## config.mk

```make
export PLATFORM = sky130hd
export DESIGN_NAME = fir_host_seq_flat
export DESIGN_NICKNAME = d
export VERILOG_FILES = /design/src/rtl/fir_host_seq_if.sv /design/src/rtl/fir_host_seq.sv /design/src/flat_wrapper.sv
export SDC_FILE = /design/constraint.sdc
export NUM_CORES = 1
export LEC_CHECK = 0
export CORE_ASPECT_RATIO = 0.75
export CORE_MARGIN = 5
export CORE_UTILIZATION = 30
export DETAILED_ROUTE_END_ITERATION = 16
export DONT_BUFFER_PORTS = 1
export PLACE_DENSITY = 0.44
export SETUP_SLACK_MARGIN = 0.05
export SYNTH_ARGS = -nofsm -noshare
export SYNTH_HDL_FRONTEND = slang
export SYNTH_SLANG_ARGS = --single-unit
```

## constraint.sdc

```tcl
create_clock -name clk_fast -period 4.2 [get_ports clk_fast]
set_clock_uncertainty 0.2 [all_clocks]
set_input_delay 0.42 -clock clk_fast [delete_from_list [all_inputs] [get_ports clk_fast]]
set_output_delay 0.42 -clock clk_fast [all_outputs]
set_load 0.01 [all_outputs]
```

## src/rtl/fir_host_seq_if.sv

```systemverilog
// Host <-> FIR core sample/coefficient/result bundle.
interface fir_host_seq_if;
  logic [15:0] fir_din;
  logic        fir_valid_in;
  logic [16:0] fir_cin;
  logic [5:0]  fir_caddr;
  logic        fir_cload;
  logic [15:0] fir_dout;
  logic        fir_valid;

  modport master (
    output fir_din,
    output fir_valid_in,
    output fir_cin,
    output fir_caddr,
    output fir_cload,
    input  fir_dout,
    input  fir_valid
  );

  modport slave (
    input  fir_din,
    input  fir_valid_in,
    input  fir_cin,
    input  fir_caddr,
    input  fir_cload,
    output fir_dout,
    output fir_valid
  );
endinterface

```

## src/rtl/fir_host_seq.sv

```systemverilog
// Host-side FIR sequencer: issues one buffered sample per frame slot, bulk-loads the
// 64-entry shadow coefficient bank between frames, and queues FIR results downstream.
module fir_host_seq #(
  parameter int unsigned FRAME_CYCLES = 256,
  parameter int unsigned IN_DEPTH     = 4,
  parameter int unsigned OUT_DEPTH    = 4
) (
  input  logic           clk_fast,
  input  logic           rst_n,
  input  logic           enable,
  input  logic [15:0]    s_data,
  input  logic           s_valid,
  output logic           s_ready,
  input  logic           cfg_we,
  input  logic [5:0]     cfg_addr,
  input  logic [16:0]    cfg_wdata,
  input  logic           cfg_commit,
  output logic           cfg_busy,
  fir_host_seq_if.master fir,
  output logic [15:0]    m_data,
  output logic           m_valid,
  input  logic           m_ready,
  input  logic           clr_flags,
  output logic           underrun,
  output logic           overflow
);
  localparam int unsigned CntW  = $clog2(FRAME_CYCLES);
  localparam int unsigned InPw  = $clog2(IN_DEPTH);
  localparam int unsigned InCw  = InPw + 1;
  localparam int unsigned OutPw = $clog2(OUT_DEPTH);
  localparam int unsigned OutCw = OutPw + 1;
  localparam logic [CntW-1:0] CntLast = CntW'(FRAME_CYCLES - 1);

  localparam logic [1:0] StIdle = 2'd0;
  localparam logic [1:0] StRun  = 2'd1;
  localparam logic [1:0] StLoad = 2'd2;

  // ---------------- input sample FIFO ----------------
  logic [15:0]     in_mem_q [IN_DEPTH];
  logic [InPw-1:0] in_wr_q, in_rd_q;
  logic [InCw-1:0] in_cnt_q, in_cnt_d;
  logic            s_ready_q, in_push, in_pop, in_empty;

  assign in_empty = (in_cnt_q == '0);
  assign in_push  = s_valid & s_ready_q;
  assign s_ready  = s_ready_q;
  assign in_cnt_d = in_cnt_q + InCw'(in_push) - InCw'(in_pop);

  always_ff @(posedge clk_fast or negedge rst_n) begin
    if (!rst_n) begin
      in_wr_q   <= '0;
      in_rd_q   <= '0;
      in_cnt_q  <= '0;
      s_ready_q <= 1'b0;
    end else begin
      if (in_push) in_wr_q <= in_wr_q + InPw'(1);
      if (in_pop)  in_rd_q <= in_rd_q + InPw'(1);
      in_cnt_q  <= in_cnt_d;
      s_ready_q <= (in_cnt_d != InCw'(IN_DEPTH));
    end
  end

  always_ff @(posedge clk_fast) begin
    if (in_push) in_mem_q[in_wr_q] <= s_data;
  end

  // ---------------- shadow coefficient bank ----------------
  logic [16:0] shadow_q [64];

  always_ff @(posedge clk_fast) begin
    if (cfg_we && !cfg_busy) shadow_q[cfg_addr] <= cfg_wdata;
  end

  // ---------------- sequencer ----------------
  logic [1:0]      state_q, state_d;
  logic [CntW-1:0] cnt_q, cnt_d;
  logic [5:0]      idx_q, idx_d;
  logic            pending_q, pending_d;
  logic            issue, underrun_set;

  logic [15:0] din_q;
  logic        vin_q, cload_q;
  logic [5:0]  caddr_q;
  logic [16:0] cin_q;

  always_comb begin
    state_d      = state_q;
    cnt_d        = cnt_q;
    idx_d        = idx_q;
    pending_d    = pending_q;
    issue        = 1'b0;
    in_pop       = 1'b0;
    underrun_set = 1'b0;
    // A commit arriving while the load runs is dropped, not queued.
    if (cfg_commit && (state_q != StLoad)) pending_d = 1'b1;
    case (state_q)
      StIdle: begin
        if (cfg_commit || pending_q) begin
          state_d   = StLoad;
          idx_d     = '0;
          pending_d = 1'b0;
        end else if (enable) begin
          state_d = StRun;
          cnt_d   = '0;
        end
      end
      StRun: begin
        if (cnt_q == '0) begin
          issue        = 1'b1;
          in_pop       = !in_empty;
          underrun_set = in_empty;
        end
        if (cnt_q == CntLast) begin
          cnt_d = '0;
          if (pending_q || cfg_commit) begin
            state_d   = StLoad;
            idx_d     = '0;
            pending_d = 1'b0;
          end else if (!enable) begin
            state_d = StIdle;
          end
        end else begin
          cnt_d = cnt_q + CntW'(1);
        end
      end
      StLoad: begin
        idx_d = idx_q + 6'd1;
        if (idx_q == 6'd63) begin
          state_d = enable ? StRun : StIdle;
          cnt_d   = '0;
        end
      end
      default: state_d = StIdle;
    endcase
  end

  always_ff @(posedge clk_fast or negedge rst_n) begin
    if (!rst_n) begin
      state_q   <= StIdle;
      cnt_q     <= '0;
      idx_q     <= '0;
      pending_q <= 1'b0;
      din_q     <= '0;
      vin_q     <= 1'b0;
      cload_q   <= 1'b0;
      caddr_q   <= '0;
      cin_q     <= '0;
    end else begin
      state_q   <= state_d;
      cnt_q     <= cnt_d;
      idx_q     <= idx_d;
      pending_q <= pending_d;
      vin_q     <= issue;
      if (issue) din_q <= in_empty ? 16'h0000 : in_mem_q[in_rd_q];
      cload_q   <= (state_q == StLoad);
      if (state_q == StLoad) begin
        caddr_q <= idx_q;
        cin_q   <= shadow_q[idx_q];
      end
    end
  end

  // Busy covers the registered cload tail so it drops the cycle after the last write.
  assign cfg_busy         = pending_q | (state_q == StLoad) | cload_q;
  assign fir.fir_din      = din_q;
  assign fir.fir_valid_in = vin_q;
  assign fir.fir_cload    = cload_q;
  assign fir.fir_caddr    = caddr_q;
  assign fir.fir_cin      = cin_q;

  // ---------------- result capture FIFO ----------------
  logic [15:0]      out_mem_q [OUT_DEPTH];
  logic [OutPw-1:0] out_wr_q, out_rd_q;
  logic [OutCw-1:0] out_cnt_q;
  logic             fv_q, fv_qq, out_rise, out_full, out_push, out_pop, overflow_set;
  logic [15:0]      dout_q;

  assign out_rise     = fv_q & ~fv_qq;
  assign out_full     = (out_cnt_q == OutCw'(OUT_DEPTH));
  assign out_pop      = m_valid & m_ready;
  assign out_push     = out_rise & (~out_full | out_pop);
  assign overflow_set = out_rise & out_full & ~out_pop;
  assign m_valid      = (out_cnt_q != '0);
  assign m_data       = out_mem_q[out_rd_q];

  always_ff @(posedge clk_fast or negedge rst_n) begin
    if (!rst_n) begin
      fv_q      <= 1'b0;
      fv_qq     <= 1'b0;
      dout_q    <= '0;
      out_wr_q  <= '0;
      out_rd_q  <= '0;
      out_cnt_q <= '0;
    end else begin
      fv_q      <= fir.fir_valid;
      fv_qq     <= fv_q;
      dout_q    <= fir.fir_dout;
      if (out_push) out_wr_q <= out_wr_q + OutPw'(1);
      if (out_pop)  out_rd_q <= out_rd_q + OutPw'(1);
      out_cnt_q <= out_cnt_q + OutCw'(out_push) - OutCw'(out_pop);
    end
  end

  always_ff @(posedge clk_fast) begin
    if (out_push) out_mem_q[out_wr_q] <= dout_q;
  end

  // ---------------- sticky flags (set beats clear) ----------------
  always_ff @(posedge clk_fast or negedge rst_n) begin
    if (!rst_n) begin
      underrun <= 1'b0;
      overflow <= 1'b0;
    end else begin
      if (underrun_set)   underrun <= 1'b1;
      else if (clr_flags) underrun <= 1'b0;
      if (overflow_set)   overflow <= 1'b1;
      else if (clr_flags) overflow <= 1'b0;
    end
  end
endmodule
```

## src/flat_wrapper.sv

```systemverilog
// flat-port wrapper written by rule: the top's interface ports become plain ports
module fir_host_seq_flat 
#(
  parameter int unsigned FRAME_CYCLES = 256,
  parameter int unsigned IN_DEPTH     = 4,
  parameter int unsigned OUT_DEPTH    = 4
)
  (clk_fast, rst_n, enable, s_data, s_valid, s_ready, cfg_we, cfg_addr, cfg_wdata, cfg_commit, cfg_busy, m_data, m_valid, m_ready, clr_flags, underrun, overflow, fir_fir_din, fir_fir_valid_in, fir_fir_cin, fir_fir_caddr, fir_fir_cload, fir_fir_dout, fir_fir_valid);
  fir_host_seq_if fir_i ();
  input  logic clk_fast;
  input  logic rst_n;
  input  logic enable;
  input  logic [15:0] s_data;
  input  logic s_valid;
  output logic s_ready;
  input  logic cfg_we;
  input  logic [5:0] cfg_addr;
  input  logic [16:0] cfg_wdata;
  input  logic cfg_commit;
  output logic cfg_busy;
  output logic [15:0] m_data;
  output logic m_valid;
  input  logic m_ready;
  input  logic clr_flags;
  output logic underrun;
  output logic overflow;
  output wire logic [$bits(fir_i.fir_din)-1:0] fir_fir_din;
  output wire logic [$bits(fir_i.fir_valid_in)-1:0] fir_fir_valid_in;
  output wire logic [$bits(fir_i.fir_cin)-1:0] fir_fir_cin;
  output wire logic [$bits(fir_i.fir_caddr)-1:0] fir_fir_caddr;
  output wire logic [$bits(fir_i.fir_cload)-1:0] fir_fir_cload;
  input wire logic [$bits(fir_i.fir_dout)-1:0] fir_fir_dout;
  input wire logic [$bits(fir_i.fir_valid)-1:0] fir_fir_valid;
  assign fir_fir_din = fir_i.fir_din;
  assign fir_fir_valid_in = fir_i.fir_valid_in;
  assign fir_fir_cin = fir_i.fir_cin;
  assign fir_fir_caddr = fir_i.fir_caddr;
  assign fir_fir_cload = fir_i.fir_cload;
  assign fir_i.fir_dout = fir_fir_dout;
  assign fir_i.fir_valid = fir_fir_valid;
  fir_host_seq #(.FRAME_CYCLES(FRAME_CYCLES), .IN_DEPTH(IN_DEPTH), .OUT_DEPTH(OUT_DEPTH)) u_core (.clk_fast(clk_fast), .rst_n(rst_n), .enable(enable), .s_data(s_data), .s_valid(s_valid), .s_ready(s_ready), .cfg_we(cfg_we), .cfg_addr(cfg_addr), .cfg_wdata(cfg_wdata), .cfg_commit(cfg_commit), .cfg_busy(cfg_busy), .fir(fir_i), .m_data(m_data), .m_valid(m_valid), .m_ready(m_ready), .clr_flags(clr_flags), .underrun(underrun), .overflow(overflow));
endmodule
```

==> out/results.md, run 1 <==
- 73.11% — area share of the largest cell type after synthesis
- 49,950 um2 — area of the mapped netlist
- 77.77% — sequential area share after synthesis
- 0.06 ns — clock-pin slew of the registers on the worst-case setup and hold paths
- edfxtp_1 — library cell with the largest summed area after synthesis
- no — unrepaired setup endpoints after global routing
- clkbuf_16 — library cell used as clock root buffer
- 1 — crit path buf inv count
- 18.43 nW — leak pwr
- 20.5% — Logic pwr share
- 18.17% — layout overhead on the synthesized area
- 2,339 — synthesized netlist net count
- 24.77 mW — internal portion of total power
- 0.5072 ns — slack of the critical path
- 0 — number of buffers inserted to repair setup after CTS
- 94 — pin count of the biggest net entering global routing
- 0.8168 — Final GP Congestion
- 0.4559% — adder-cell area share of the yosys netlist
- register — Critical Path Sink Type
- 15.55% — GRT Total Usage
- multiplexers — largest family of logic cells by synthesized area
- 0.2630% — area share of xor/xnor cells in the synthesized design
- 0 — hold violation total from the final report
- 1.165 ns — Worst Tran Pin Value
- edfxtp_1 73%, mux4_2 15%, dfrtp_1 4.7%, mux2i_1 1.0%, nor2_1 0.67% — largest cells by area after synthesis
- 0.02019 ns — Worst Hold Margin
- 83,370 um — half-perimeter wire length of the detailed placement result
- 0.51 ns — flop2flop setup slack
- 7.105% — Post-synth ARST share
- 0 — Congestion Overflow GR
- 2.235% — simple logic cell fraction of the synthesized area
- 0 — number of pins exceeding their max-slew limit in the final report
- 1,216 x edfxtp_1, 322 x mux4_2, 93 x dfrtp_1 — synth cell count leaders
- 126 — boundary pin count
- 1,309 — flip-flop and latch count after synthesis
- 174,800 um2 — total die area
- edfxtp_1 — most instantiated library cell after synthesis
- 34.2% — relative contribution of the clock network to total power
- finished clean — run status
- 4.10 ns — signal arrival time at the worst endpoint
- 2,340 — detailed router's first-iteration violation count
- 22.35% — slew margin rel.
- 24,100 — total via count in the routed design
- 1,309 — CTS sink count
- 3.693 ns — post-layout minimum cycle time
- 36 — CP Max Fanout
- 138 — clock buffer count from CTS
- 193,000 um — first-pass GRT wire length
- 0 — number of max-cap violations
- 45.3% — part of the power in registers
- 87.92% — Tcrit/Tclk final
- u_core.fir.fir_cin[0]$_DFFE_PN0P_ — capture point of the worst reg-to-reg path
- 55 — number of distinct library cells after synthesis
- 27.88% — fraction of final layout cells sized beyond drive strength 1
- 0 ns — total negative slack for setup checks
- 30.22% — Starting Density
- 2,587 — Post-layout nets
- reg2reg — startpoint-to-endpoint class of the critical path
- 0 — count of input and output buffers
- dfrtp_4 — cell with the biggest individual delay on the critical path
- 0.72 ns — longest individual stage delay on the worst path
- in2async — worst min-delay path class
- 481.2 um — die extent in x
- 270.8 MHz — Highest Clock Rate
- multiplexers — cell class contributing the biggest share of worst-path delay
- u_core.idx_q[0]$_DFFE_PN0P_ — startpoint of the most critical register-to-register path
- 5 — Detailed Routing Iterations Pass 1
- 0.5808 ns — pre-CTS WS
- 0 — post_cts resized
- edfxtp_1 — most instantiated flip-flop cell in the synthesis netlist
- 137,000 um — final wirelength
- 0.76 ns — clock insertion delay at the later pin of the skew report
- 2.112% — compound-gate portion of the synthesized area
- 0 — number of diodes
- 4.61 ns — required time reported for the critical path endpoint
- 22.12 um2 — mean cell area of the mapped netlist
- buf_12 -> mux4_2 -> mux2i_1 -> o22ai_1 -> a221oi_1 -> nand2_1 — sequence of cells on the critical path
- 6 — worst reg2reg path depth
- 35.71% — final core occ
- 3 — initial antenna violation count
- 0 — count of final setup violators
- register — kind of launch point of the worst setup path
- 0 — residual antenna-violating net count after detailed routing
- 0.3931 mV — Max VDD drop
- 585.7 nW/um2 — Power per Cell Area
- built — clock tree from TritonCTS
- 95 — hold bufs inserted after CTS
- 165,300 um2 — Core Box Area
- 34.57 mW — total chip power
- 28.27 um — wire length per cell after detailed routing
- 2,258 — post-synthesis instance total
- 15.76% — share of synthesized area spent on multiplexers
- 4 — number of H-tree levels
- 1,216 — Post-synth EDFFs
- 4.974 — Via-to-Cell Ratio
- 0 — count of unresolved DRC violations after routing
- 129 — standard-cell rows
- 24,810 — via count of the first global-routing pass
- 3 — Longest Clk Path Bufs
- 9.796 mW — switching power
- 0 — number of synthesis warnings
- 363.4 um — floorplan die height
- 28.34% — net switching share of the total power
[layout make-up]
class,instances,area (um2)
clock buffers,179,3660
clock inverters,73,698.2
fillers,15240,106300
inverters,23,86.33
multi-input cells,808,10530
flip-flops and latches,1309,38850
well taps,2227,2786
repair buffers,226,2412
[per-layer routing]
layer | share of wire, % | vias up | GRT usage (%)
met1 | 47 | 13230 | 23.13
met5 | 0 | - | 0
met4 | 2.7 | 0 | 4.832
met3 | 5.6 | 173 | 2.873
li1 | - | 9940 | -
met2 | 45 | 760 | 23.23
[cells in the final DEF (no fill, tap or decap), types with 6 or more instances in the layout]
master         synthesis  final
nand3_1               14     14
dlygate4sd3_1          0     77
inv_1                 23     23
dfrtp_1               93     89
a21oi_1                7      7
a211oi_1              13     13
a32oi_1                6      6
nand2_1               85     85
mux2_2                 9      9
buf_4                 14    118
clkinv_1               0     24
a22oi_1               20     20
bufinv_16              0      8
edfxtp_1            1216   1216
nand3b_1              10     10
clkbuf_1              43     38
xnor2_1               10     10
clkinv_2               0     17
inv_6                  0     10
o2111ai_1              8      8
nor2_2                 0     46
nor2b_1                7      7
nor2_1                89     43
and3_1                 7      7
a221oi_1               8      8
clkbuf_16              0    140
mux4_2               322    322
buf_12                 0     13
o21ai_0               26     26
o22ai_1               26     26
a22o_1                20     20
buf_16                 0     18
mux2i_1               52     52
ha_1                  15     15
[stage by stage]
stage,cells,cell area [um2]
after floorplan,2258,49950
after global placement,4498,53400
after detailed placement,4498,53400
after CTS,4845,59020
after global routing,4845,59020
final,4845,59020
[cells by family (layout without fill, tap and decap cells)]
kind of cell / after synthesis / after routing
AO/OA/AOI/OAI: 148 / 148
XOR/XNOR: 15 / 15
adder cells (fa/ha/maj): 17 / 17
buffers and inverters: 141 / 501
flip-flops: 1309 / 1309
multiplexers: 383 / 383
AND/OR/NAND/NOR: 245 / 245
[worst max path at each step]
stage,slack [ns],end,startpoint,cells past startpoint
after floorplan,0.91,u_core.s_ready$_DFF_PN0_,u_core.cnt_q[0]$_DFFE_PN0P_,14
after detailed placement,0.58,u_core.fir.fir_cin[0]$_DFFE_PN0P_,u_core.idx_q[0]$_DFFE_PN0P_,6
after global routing,0.37,u_core.shadow_q[10][2]$_DFFE_PP_,u_core.state_q[0]$_DFFE_PN0P_,10
after CTS,0.53,u_core.shadow_q[10][11]$_DFFE_PP_,u_core.state_q[0]$_DFFE_PN0P_,10
after global placement,0.58,u_core.fir.fir_cin[0]$_DFFE_PN0P_,u_core.idx_q[0]$_DFFE_PN0P_,6
final,0.51,u_core.fir.fir_cin[0]$_DFFE_PN0P_,u_core.idx_q[0]$_DFFE_PN0P_,6
[registers in the layout, summed over array words and instances (netlist names), 3 cells and up]
name / cells
u_core.out_mem_q: 64
u_core.cnt_q: 8
u_core.fir.fir_din: 16
u_core.in_mem_q: 64
u_core.in_cnt_q: 3
u_core.fir.fir_cin: 17
u_core.out_cnt_q: 3
u_core.fir.fir_caddr: 6
u_core.idx_q: 6
u_core.dout_q: 16
u_core.shadow_q: 1088
[power by group through the flow]
stage | Combinational, mW | Sequential (mW) | Clock (mW)
after floorplan | 4.92 | 15.3 | 0
after global placement | 6.83 | 16.0 | 0
after detailed placement | 6.85 | 16.0 | 0
after CTS | 7.22 | 15.7 | 12.2
after global routing | 7.56 | 15.7 | 12.8
final | 7.08 | 15.7 | 11.8
[worst reg2reg max path: stages (launching register included)]
cell and delay (ns):
dfrtp_4 0.72, buf_12 0.37, mux4_2 0.68, mux2i_1 0.62, o22ai_1 0.20, a221oi_1 0.66
nand2_1 0.11
Power figures use the tool's default switching activity.
==> run 2, diff against run 1 <==
Clock period 4.2 ns to 4.1 ns, I/O delays scaled along.
==> run 2 against run 1 <==
- hold slack better by 0.066 ns
- power increased by 3.8%
- critical path depth increased by 4
- maximum frequency increased by 4.4%
- wire length grew 0.55%
- sequential cell count stayed put
- design area increased by 0.68%
- clock-buffer cell count fell by 18
- worst setup slack better by 0.054 ns
- register-to-register slack gained 0.05 ns
- via count increased by 0.80%
- critical path type unchanged
- largest power group unchanged
==> out/results.md, run 2 (same netlist as run 1, synthesis figures left out) <==
- 0 — residual antenna-violating net count after detailed routing, unchanged
- 137,700 um — final wirelength, +0.55%
- 363.4 um — floorplan die height, unchanged
- 10 — initial antenna violation count, +7
- 3.75 ns — signal arrival time at the worst endpoint, -0.35 ns
- 1,216 x edfxtp_1, 322 x mux4_2, 141 x clkbuf_16 — most frequent cells in the layout
- 18.98% — layout overhead on the synthesized area
- 15,150 — FILL cells, -0.60%
- 603.7 nW/um2 — Power per Cell Area, +3.1%
- 195,500 um — first-pass GRT wire length, +1.3%
- 24,930 — via count of the first global-routing pass, +0.48%
- nand2b_2 -> inv_1 -> nor3_2 -> buf_4 -> and3b_1 -> nand3b_1 -> dlygate4sd3_1 -> buf_4 -> nor2_1 -> buf_4 — sequence of cells on the critical path
- 5 — crit path buf inv count, +4
- 4.982 — Via-to-Cell Ratio, +0.16%
- in2reg — worst min-delay path class
- 28.25 um — wire length per cell after detailed routing, about the same
- 0 — number of max-cap violations, unchanged
- register — Critical Path Sink Type
- 126 — boundary pin count, unchanged
- 0.3652 mV — Max VDD drop, -7.1%
- 0 — post_cts resized, unchanged
- 24,290 — total via count in the routed design, +0.80%
- 1,309 — CTS sink count, unchanged
- 35.87 mW — total chip power, +3.8%
- 3 — Longest Clk Path Bufs, unchanged
- 0.56 ns — flop2flop setup slack, +0.05 ns
- 4 — number of H-tree levels, unchanged
- dlygate4sd3_1 — cell with the biggest individual delay on the critical path
- buf_4 — most numerous cell on the critical path
- 16 — CP Max Fanout, -56%
- edfxtp_1 — leading cell type in the layout, fill and taps excluded
- built — clock tree from TritonCTS
- 481.2 um — die extent in x, unchanged
- 30.22% — Starting Density, unchanged
- 0.58 ns — longest individual stage delay on the worst path, -0.14 ns
- 0.06 ns — clock-pin slew of the registers on the worst-case setup and hold paths, about the same
- 3.538 ns — post-layout minimum cycle time, -0.1544 ns
- 0 — count of input and output buffers, unchanged
- 83,100 um — half-perimeter wire length of the detailed placement result, -0.33%
- 1.199 ns — Worst Tran Pin Value, +0.03424 ns
- 5 — Detailed Routing Iterations Pass 1, unchanged
- u_core.shadow_q (1088), u_core.in_mem_q (64), u_core.out_mem_q (64) — largest registers ranked by flip-flop count
- u_core.shadow_q[4][11]$_DFFE_PP_ — terminating pin of the worst hold path
- cfg_addr[2] — hold path startpoint
- u_core.shadow_q — register with the highest flop count
- 10 — worst reg2reg path depth, +4
- 165,300 um2 — Core Box Area, unchanged
- 2,610 — Post-layout nets, +0.89%
- 0 — Congestion Overflow GR, unchanged
- 0 — number of buffers inserted to repair setup after CTS, unchanged
- 174,800 um2 — total die area, unchanged
- clkbuf_16 — library cell used as clock root buffer
- 0 — count of unresolved DRC violations after routing, unchanged
- 129 — standard-cell rows, unchanged
- 20.07% — slew margin rel., -2.3 points
- 94 — pin count of the biggest net entering global routing, unchanged
- 0 ns — total negative slack for setup checks, unchanged
- 35.95% — final core occ, +0.24 points
- u_core.state_q[0]$_DFFE_PN0P_ — startpoint of the most critical register-to-register path
- 4,512 — number of cells after detailed placement, +0.31%
- 0.7811 — Final GP Congestion, -4.4%
- buffers and inverters — cell class contributing the biggest share of worst-path delay
- 1,088 — Largest register FFs, unchanged
- 138 — clock buffer count from CTS, unchanged
- 0.76 ns — clock insertion delay at the later pin of the skew report, about the same
- 10 — cell depth of the worst setup path, +4
- 0.08590 ns — Worst Hold Margin, +0.06571 ns
- finished clean — run status
- 282.6 MHz — Highest Clock Rate, +4.4%
- 28.85% — fraction of final layout cells sized beyond drive strength 1, +0.96 points
- 2,449 — detailed router's first-iteration violation count, +4.7%
- 0 — count of final setup violators, unchanged
- u_core.shadow_q[18][1]$_DFFE_PP_ — capture point of the worst reg-to-reg path
- 4.32 ns — required time reported for the critical path endpoint, -0.29 ns
- no — unrepaired setup endpoints after global routing
- 2 — worst hold path cell count
- 18.63 nW — leak pwr, +1.1%
- 0 — hold violation total from the final report, unchanged
- 4,876 — Layout Cells excl Fill, +0.64%
- 86.30% — Tcrit/Tclk final, -1.6 points
- register — kind of launch point of the worst setup path
- 15.68% — GRT Total Usage, +0.13 points
- 0 — number of pins exceeding their max-slew limit in the final report, unchanged
- reg2reg — startpoint-to-endpoint class of the critical path
==> run 2: cell type report <==
cell class / count / area [um2] / share of cell area (%)
flip-flops and latches: 1309 / 38850 / 65.39
multi-input cells: 808 / 10530 / 17.71
clock buffers: 161 / 3633 / 6.114
well taps: 2227 / 2786 / 4.689
repair buffers: 249 / 2620 / 4.409
clock inverters: 95 / 907.1 / 1.527
inverters: 23 / 86.33 / 0.1453
diodes: 4 / 10.01 / 0.01684
==> run 2: layer usage <==
layer  up-vias  GRT usage (%)  share of wire [%]
li1      10010              -                  -
met1     13380          23.52                 47
met2       743          23.34                 45
met3       158          3.585                6.1
met4         0          3.448                1.8
met5         -              0                  0
==> run 2: how the worst max path moves through the flow <==
stage                                       start                            endpoint  slack, ns
floorplan             u_core.cnt_q[0]$_DFFE_PN0P_            u_core.s_ready$_DFF_PN0_       0.81
global placement      u_core.idx_q[0]$_DFFE_PN0P_   u_core.fir.fir_cin[7]$_DFFE_PN0P_       0.60
detailed placement    u_core.idx_q[0]$_DFFE_PN0P_  u_core.fir.fir_cin[14]$_DFFE_PN0P_       0.63
CTS                   u_core.idx_q[0]$_DFFE_PN0P_   u_core.fir.fir_cin[7]$_DFFE_PN0P_       0.61
global route        u_core.state_q[0]$_DFFE_PN0P_   u_core.shadow_q[18][14]$_DFFE_PP_       0.52
finish              u_core.state_q[0]$_DFFE_PN0P_    u_core.shadow_q[18][1]$_DFFE_PP_       0.56
==> run 2: through the flow <==
stage               cell area (um2)  setup WS, ns
CTS                           59400        0.6061
global placement              53520        0.6036
finish                        59420        0.5617
floorplan                     49950        0.8127
global route                  59420        0.5191
detailed placement            53520        0.6254
==> run 2: power by group <==
group / leakage (nW) / internal [mW] / switching [mW]
clock: 2.21 / 7.17 / 5.33
sequential: 12.1 / 15.1 / 0.866
combinational: 4.32 / 3.39 / 3.96
total: 18.6 / 25.7 / 10.2
==> run 2: timing repair <==
| action | 4_1_cts | 5_1_grt |
|---|---|---|
| endpoints found under the hold margin | 1311 | 3 |
| endpoints found under the setup margin | 0 | 0 |
| hold buffers | 103 | 1 |
